`config.mk`:
```
export PLATFORM = sky130hd
export DESIGN_NAME = mem_stage_ctrl_flat
export DESIGN_NICKNAME = d
export VERILOG_FILES = /design/src/rtl/mem_stage_ctrl_if.sv /design/src/rtl/mem_stage_ctrl.sv /design/src/flat_wrapper.sv
export SDC_FILE = /design/constraint.sdc
export NUM_CORES = 1
export LEC_CHECK = 0
export CAP_MARGIN = 30
export CORE_MARGIN = 2
export CORE_UTILIZATION = 45
export DETAILED_ROUTE_END_ITERATION = 10
export PLACE_DENSITY = 0.86
export REMOVE_ABC_BUFFERS = 1
export SLEW_MARGIN = 5
export SYNTH_ARGS = -nofsm -noshare
export SYNTH_HDL_FRONTEND = slang
export SYNTH_SLANG_ARGS = --single-unit
```
`constraint.sdc`:
```
create_clock -name clk -period 5.1 [get_ports clk]
set_clock_uncertainty 0.2 [all_clocks]
set_input_delay 0.51 -clock clk [delete_from_list [all_inputs] [get_ports clk]]
set_output_delay 0.51 -clock clk [all_outputs]
set_load 0.05 [all_outputs]
```
`src/rtl/mem_stage_ctrl_if.sv`:
```
`default_nettype none
// Bus between the EX/MEM pipeline stage, the memory-stage controller and the multi-cycle data memory.
interface mem_stage_ctrl_if;
  logic        valid_in;
  logic        DMemEn_in;
  logic        DMemWrite_in;
  logic        DMemDump_in;
  logic [15:0] addr_in;
  logic [15:0] writeData_in;
  logic [15:0] mem_Addr;
  logic [15:0] mem_DataIn;
  logic        mem_Rd;
  logic        mem_Wr;
  logic        mem_createdump;
  logic [15:0] mem_DataOut;
  logic        mem_Done;
  logic        mem_Stall;
  logic        stall_out;
  logic [15:0] readData_out;
  logic        err_out;
  logic        halted_out;

  modport master (
    output valid_in, DMemEn_in, DMemWrite_in, DMemDump_in, addr_in, writeData_in,
           mem_DataOut, mem_Done, mem_Stall,
    input  mem_Addr, mem_DataIn, mem_Rd, mem_Wr, mem_createdump,
           stall_out, readData_out, err_out, halted_out
  );

  modport slave (
    input  valid_in, DMemEn_in, DMemWrite_in, DMemDump_in, addr_in, writeData_in,
           mem_DataOut, mem_Done, mem_Stall,
    output mem_Addr, mem_DataIn, mem_Rd, mem_Wr, mem_createdump,
           stall_out, readData_out, err_out, halted_out
  );
endinterface
`default_nettype wire

```
`src/rtl/mem_stage_ctrl.sv`:
```
`default_nettype none
// mem_stage_ctrl: sequences pipeline loads/stores/dumps onto a multi-cycle data memory,
// freezing the pipeline until each access completes.
module mem_stage_ctrl #(
  parameter int unsigned TIMEOUT = 255
) (
  input  logic             clk,
  input  logic             rst,
  mem_stage_ctrl_if.slave  bus
);
  localparam logic [15:0] TIMEOUT_CNT = TIMEOUT[15:0];

  typedef enum logic [1:0] {
    IDLE = 2'd0,
    WAIT = 2'd1,
    HALT = 2'd2
  } state_t;

  state_t      state;
  logic [15:0] waitCnt;
  logic [15:0] addrReg;
  logic [15:0] dataReg;
  logic [15:0] readReg;
  logic        pendLoad;
  logic        errReg;

  logic accessReq, dumpReq, inIdle, inWait;
  logic issue, dumpFire, busyStall, misalignErr, timedOut, loadDone;

  assign accessReq = bus.valid_in & bus.DMemEn_in & ~bus.DMemDump_in & ~bus.halted_out;
  assign dumpReq   = bus.valid_in & bus.DMemDump_in & ~bus.halted_out;

  // Reset gates every same-cycle decision so no strobe or stall escapes while rst is high.
  assign inIdle = (state == IDLE) & ~rst;
  assign inWait = (state == WAIT) & ~rst;

  assign misalignErr = inIdle & accessReq & bus.addr_in[0];
  assign issue       = inIdle & accessReq & ~bus.addr_in[0] & ~bus.mem_Stall;
  assign dumpFire    = inIdle & dumpReq & ~bus.mem_Stall;
  assign busyStall   = inIdle & ((accessReq & ~bus.addr_in[0]) | dumpReq) & bus.mem_Stall;
  assign timedOut    = inWait & ~bus.mem_Done & (waitCnt == TIMEOUT_CNT);
  assign loadDone    = bus.mem_Done & ((issue & ~bus.DMemWrite_in) | (inWait & pendLoad));

  assign bus.mem_Rd         = issue & ~bus.DMemWrite_in;
  assign bus.mem_Wr         = issue & bus.DMemWrite_in;
  assign bus.mem_createdump = dumpFire;
  assign bus.mem_Addr       = issue ? bus.addr_in : addrReg;
  assign bus.mem_DataIn     = issue ? bus.writeData_in : dataReg;
  // Stall drops in the completion (or timeout) cycle so the held stage advances exactly once.
  assign bus.stall_out      = busyStall | (issue & ~bus.mem_Done) |
                              (inWait & ~bus.mem_Done & ~timedOut);
  assign bus.readData_out   = loadDone ? bus.mem_DataOut : readReg;
  assign bus.err_out        = errReg;
  assign bus.halted_out     = (state == HALT);

  always_ff @(posedge clk) begin
    if (rst) begin
      state    <= IDLE;
      waitCnt  <= 16'd0;
      addrReg  <= 16'd0;
      dataReg  <= 16'd0;
      readReg  <= 16'd0;
      pendLoad <= 1'b0;
      errReg   <= 1'b0;
    end else begin
      if (loadDone) begin
        readReg <= bus.mem_DataOut;
      end
      if (misalignErr | timedOut) begin
        errReg <= 1'b1;
      end
      case (state)
        IDLE: begin
          if (dumpFire) begin
            state <= HALT;
          end else if (issue) begin
            addrReg  <= bus.addr_in;
            dataReg  <= bus.writeData_in;
            pendLoad <= ~bus.DMemWrite_in;
            if (!bus.mem_Done) begin
              state   <= WAIT;
              waitCnt <= 16'd0;
            end
          end
        end
        WAIT: begin
          if (bus.mem_Done || (waitCnt == TIMEOUT_CNT)) begin
            state <= IDLE;
          end else begin
            waitCnt <= waitCnt + 16'd1;
          end
        end
        HALT: begin
          state <= HALT;
        end
        default: begin
          state <= IDLE;
        end
      endcase
    end
  end
endmodule
`default_nettype wire
```
`src/flat_wrapper.sv`:
```
// flat-port wrapper written by rule: the top's interface ports become plain ports
module mem_stage_ctrl_flat 
#(
  parameter int unsigned TIMEOUT = 255
)
  (clk, rst, bus_valid_in, bus_DMemEn_in, bus_DMemWrite_in, bus_DMemDump_in, bus_addr_in, bus_writeData_in, bus_mem_DataOut, bus_mem_Done, bus_mem_Stall, bus_mem_Addr, bus_mem_DataIn, bus_mem_Rd, bus_mem_Wr, bus_mem_createdump, bus_stall_out, bus_readData_out, bus_err_out, bus_halted_out);
  mem_stage_ctrl_if bus_i ();
  input  logic clk;
  input  logic rst;
  input wire logic [$bits(bus_i.valid_in)-1:0] bus_valid_in;
  input wire logic [$bits(bus_i.DMemEn_in)-1:0] bus_DMemEn_in;
  input wire logic [$bits(bus_i.DMemWrite_in)-1:0] bus_DMemWrite_in;
  input wire logic [$bits(bus_i.DMemDump_in)-1:0] bus_DMemDump_in;
  input wire logic [$bits(bus_i.addr_in)-1:0] bus_addr_in;
  input wire logic [$bits(bus_i.writeData_in)-1:0] bus_writeData_in;
  input wire logic [$bits(bus_i.mem_DataOut)-1:0] bus_mem_DataOut;
  input wire logic [$bits(bus_i.mem_Done)-1:0] bus_mem_Done;
  input wire logic [$bits(bus_i.mem_Stall)-1:0] bus_mem_Stall;
  output wire logic [$bits(bus_i.mem_Addr)-1:0] bus_mem_Addr;
  output wire logic [$bits(bus_i.mem_DataIn)-1:0] bus_mem_DataIn;
  output wire logic [$bits(bus_i.mem_Rd)-1:0] bus_mem_Rd;
  output wire logic [$bits(bus_i.mem_Wr)-1:0] bus_mem_Wr;
  output wire logic [$bits(bus_i.mem_createdump)-1:0] bus_mem_createdump;
  output wire logic [$bits(bus_i.stall_out)-1:0] bus_stall_out;
  output wire logic [$bits(bus_i.readData_out)-1:0] bus_readData_out;
  output wire logic [$bits(bus_i.err_out)-1:0] bus_err_out;
  output wire logic [$bits(bus_i.halted_out)-1:0] bus_halted_out;
  assign bus_i.valid_in = bus_valid_in;
  assign bus_i.DMemEn_in = bus_DMemEn_in;
  assign bus_i.DMemWrite_in = bus_DMemWrite_in;
  assign bus_i.DMemDump_in = bus_DMemDump_in;
  assign bus_i.addr_in = bus_addr_in;
  assign bus_i.writeData_in = bus_writeData_in;
  assign bus_i.mem_DataOut = bus_mem_DataOut;
  assign bus_i.mem_Done = bus_mem_Done;
  assign bus_i.mem_Stall = bus_mem_Stall;
  assign bus_mem_Addr = bus_i.mem_Addr;
  assign bus_mem_DataIn = bus_i.mem_DataIn;
  assign bus_mem_Rd = bus_i.mem_Rd;
  assign bus_mem_Wr = bus_i.mem_Wr;
  assign bus_mem_createdump = bus_i.mem_createdump;
  assign bus_stall_out = bus_i.stall_out;
  assign bus_readData_out = bus_i.readData_out;
  assign bus_err_out = bus_i.err_out;
  assign bus_halted_out = bus_i.halted_out;
  mem_stage_ctrl #(.TIMEOUT(TIMEOUT)) u_core (.clk(clk), .rst(rst), .bus(bus_i));
endmodule
```
# == Word level (Yosys, flattened, before mapping) ==
# Index checks and enable logic that the tools add are counted.
# totals
register_bits,68
out_inout_bits,54
wordCells,76
# op_classes
addsub,1
eq_ne,10
n_mux,13
bitwise_logic,38
reduce_logical,7
# op_table
op,n
$mux 16,7
$pmux 16 s2,1
$and 1x1->1,24
$add 16x1->16 const B,1
$eq 16x8->1 const B,1
$not 1->1,9
$mux 2,4
$ne 2x2->1 const B,4
$pmux 2 s3,1
$reduce_and 3->1,2
$or 1x1->1,5
$reduce_and 5->1,1
$ne 3x2->1 const B,1
$ne 3x3->1 const B,1
$eq 2x1->1 const B,1
$eq 2x2->1 const B,1
$logic_not 2->1,1
$ne 2x1->1 const B,1
$reduce_and 2->1,1
$reduce_bool 2->1,1
$logic_or 1x1->1,1

# == Longest topological paths before layout ==
# logic_depth
word_depth,10
mapped_depth,7
ltp_nobuf,6

# == Worst setup path after synthesis ==
# No wires, ideal clock.
# synth_path
path_type,input -> output
startpoint,input port rst
endpoint,output port bus_mem_Wr
arrival_ns,2.420
required_ns,4.390
slack_ns,1.970
cell_stages,4
path_cell_list,clkbuf_1 or4_1 or4b_2 nor2_1
# synth_between
elab_chain_cells,6
# synth_rtl
element,line,text
"start, declared",flat_wrapper.sv:9,input logic rst;
$not 1->1,mem_stage_ctrl.sv:34,assign inIdle = (state == IDLE) & ~rst;
$and 1x1->1,mem_stage_ctrl.sv:34,
$and 1x1->1 (3 in a row),mem_stage_ctrl.sv:38,assign issue = inIdle & accessReq & ~bus.addr_in[0] & ~bus.mem_Stall;
$and 1x1->1,mem_stage_ctrl.sv:45,assign bus.mem_Wr = issue & bus.DMemWrite_in;
"end, declared",flat_wrapper.sv:22,output wire logic [$bits(bus_i.mem_Wr)-1:0] bus_mem_Wr;
# Every way passes these cells.

# == Worst setup path after layout ==
# layout_path
startpoint,input port bus_mem_Stall
endpoint,output port bus_mem_DataIn[11]
# layout_between
elab_chain_cells,3
# layout_rtl
element,line,text
"start, declared",flat_wrapper.sv:18,input wire logic [$bits(bus_i.mem_Stall)-1:0] bus_mem_Stall;
$not 1->1,mem_stage_ctrl.sv:38,
$and 1x1->1,mem_stage_ctrl.sv:38,
$mux 16,mem_stage_ctrl.sv:48,assign bus.mem_DataIn = issue ? bus.writeData_in : dataReg;
"end, declared",flat_wrapper.sv:20,output wire logic [$bits(bus_i.mem_DataIn)-1:0] bus_mem_DataIn;
# Every way passes these cells.

==> flow_summary.yaml <==
placement:
  hpwl_mm: 5.847
  place_worst_setup_slack_ns: 1.028
  placed_cell_area_um2: 4185
  globalplace.congestion: 0.8377
  port_buffers: 109
route:
  drc_errors: 0
  drt-total-wl_mm: 8.128
  post_drt_wl_per_cell_um: 14.39
  vias: 2999
  initialDrtViolationCount: 151
  firstDrtPassIters: 4
  postRouteAntennaNets: 0
  viasPerCell: 5.308
clock_network:
  cts_buffers: 9
  clk_pin_slew_ns: 0.08
  cts-root-buf: "clkbuf_8"
  numClockSinks: 68
  postCtsResizedCells: 0
  post_cts_buffers: 0
  htree_levels: 3
  cts.path.max_buffers: 2
  cts_hold_buf: 0
  cts_tree: "built"
  clk_latency_ns: 0.35
hold_path:
  min_to: "u_core.dataReg[1]"
  min_from: "u_core.dataReg[1]"
  holdPathStages: 2
  hp-class: "register to register"
setup_path:
  worstReg2RegEnd: "u_core.waitCnt[12]"
  crit_path_start_kind: "input pin"
  crit_type: "input pin to primary output"
  ff2ff_path_depth: 6
  end_kind: "primary output"
  path_max_fanout: 25
  required_ns: 4.39
  rrSetupSlack_ns: 2.42
  timing.rr.start: "u_core.waitCnt[0]"
  arrival_ns: 3.17
yosys:
  synth_top_area_share_pct: 44.23
  synth_top_area_cell: "dfxtp_1"
  ys_types: 47
  synth_top_cells_by_area: "dfxtp_1 44%, nand2_1 13%, a21oi_1 7.0%"
  synth_edf_count: 0
  yosysWarnings: 0
  synthFlopType: "dfxtp_1"
  syn_area_per_cell_um2: 8.186
  yosysSeqAreaShare_pct: 44.23
  syn_area_um2: 3078
  synth_common_cells: "104 x nand2_1, 68 x dfxtp_1, 43 x a21oi_1, 21 x nor2_1, 18 x and2_1"
  synth_cells: 376
  ys_ff_latch: 68
  synth.most_common_cell: "nand2_1"
  async_flop_share_pct: 0
layout:
  nNetsFinal: 537
  final_util_pct: 66.07
  synthToLayoutAreaGrowth_pct: 44.23
  design_area_um2: 4439
  n_antenna_cell: 0
  drive_gt1_share_pct: 13.20
timing:
  post-route-period-util_pct: 76.16
  setup_viol: 0
  drv_slew: 0
  grt_setup_unrepaired: "no"
  slew_headroom_pct: 60.11
  hold_slack_ns: 0.2626
  fin_setup_tns_ns: 0
  fin_ws_ns: 1.216
  period_minus_slack_ns: 3.884
  worst_pin_slew_ns: 0.5937
  final_hold_viol_count: 0
  fmax_mhz: 257.5
grt:
  grt_max_degree: 45
  grt_overflow: 0
  grt_use_total_pct: 21.36
  grt_pass1_wl_mm: 12.84
  antenna_found_initial: 0
  grt_pass1_vias: 2813
floorplanning:
  die_area_um2: 7518
  num_rows: 30
  io_pins: 110
  die_w_um: 86.71
  chipHeight_um: 86.71
  initial_utilization_pct: 45.81
  coreArea_um2: 6719
status:
  status: "completed"
power_and_ir_drop:
  leakage_uw: 0.001833
  cellPowerDensity_nw_per_um2: 263.6
  vdd_ir_drop_max_mv: 0.1219
flow_run:
  maxCapViolations: 0
-- registers in the layout (all words and copies together), names as in the netlist --
register and flops:
u_core.state 2, u_core.dataReg 16, u_core.pendLoad 1, u_core.bus.err_out 1, u_core.addrReg 16, u_core.readReg 16, u_core.waitCnt 16
-- cells by family (layout without fill, tap and decap cells) --
kind of cell	Yosys count	after routing	synth area share, %
buffers and inverters	27	136	3.740
multiplexers	16	16	7.073
adder cells (fa/ha/maj)	1	1	0.4064
AO/OA/AOI/OAI	77	77	15.37
AND/OR/NAND/NOR	187	187	29.19
flip-flops	68	68	44.23
-- layer usage --
| metal | up-vias | share of wire (%) | GRT usage, % |
|---|---|---|---|
| li1 | 1499 | - | - |
| met2 | 101 | 50 | 36.43 |
| met4 | 0 | 2.3 | 10.65 |
| met5 | - | 0 | 0 |
| met3 | 15 | 6.1 | 4.857 |
| met1 | 1384 | 42 | 25.15 |
-- where the power goes --
| group | switching, uW | total, uW | internal, uW | leakage [uW] |
|---|---|---|---|---|
| Combinational | 47.0 | 101 | 53.6 | 0.00117 |
| Clock | 209 | 534 | 326 | 0.000117 |
| Sequential | 1.78 | 535 | 533 | 0.000548 |
-- placed cells by master (no fill, tap or decap), types with 3 or more instances in the layout --
| master | n |
|---|---|
| clkbuf_8 | 9 |
| or4_1 | 4 |
| nand3_1 | 5 |
| or4_4 | 3 |
| dfxtp_1 | 68 |
| clkdlybuf4s50_1 | 93 |
| bufinv_16 | 3 |
| mux2_4 | 10 |
| o31ai_1 | 4 |
| a311oi_1 | 3 |
| or3_1 | 3 |
| nand4_1 | 5 |
| mux2_2 | 6 |
| nor2_1 | 20 |
| nor3_1 | 6 |
| and2_1 | 18 |
| inv_1 | 7 |
| nand2b_1 | 3 |
| buf_4 | 18 |
| a21oi_1 | 43 |
| nand2_1 | 104 |
| o21ai_0 | 8 |
| nand3b_1 | 4 |
-- critical path, stage by stage --
cell and delay, ns:
clkdlybuf4s50_1 0.49, or4_4 0.55, or2_1 0.47, buf_16 0.26, nand2_1 0.10, nand2_1 0.07
clkdlybuf4s50_1 0.73
-- area by class of cell --
class                   count  area (um^2)
inverters                   7        26.28
flip-flops and latches     68         1361
clock inverters             6        111.4
clock buffers              10        127.6
multi-input cells         281         1604
fillers                   503         2280
well taps                  80        100.1
repair buffers            113         1109
-- how the worst max path moves through the flow --
stage	start	to	slack, ns
after floorplan	bus_mem_Stall	bus_mem_Addr[10]	1.83
after global placement	bus_addr_in[0]	bus_mem_Addr[4]	1.02
after detailed placement	rst	bus_readData_out[1]	1.03
after CTS	rst	bus_readData_out[1]	1.03
after global routing	bus_mem_Stall	bus_mem_DataIn[11]	1.13
final	bus_mem_Stall	bus_mem_DataIn[11]	1.22
-- through the flow --
step | instances | power (uW)
2_1_floorplan | 356 | 581.1
3_3_place_gp | 547 | 645.1
3_5_place_dp | 548 | 647.4
4_1_cts | 564 | 1173
5_1_grt | 565 | 1207
6_report | 565 | 1170
Note: power is estimated with default switching activity, not from simulation.
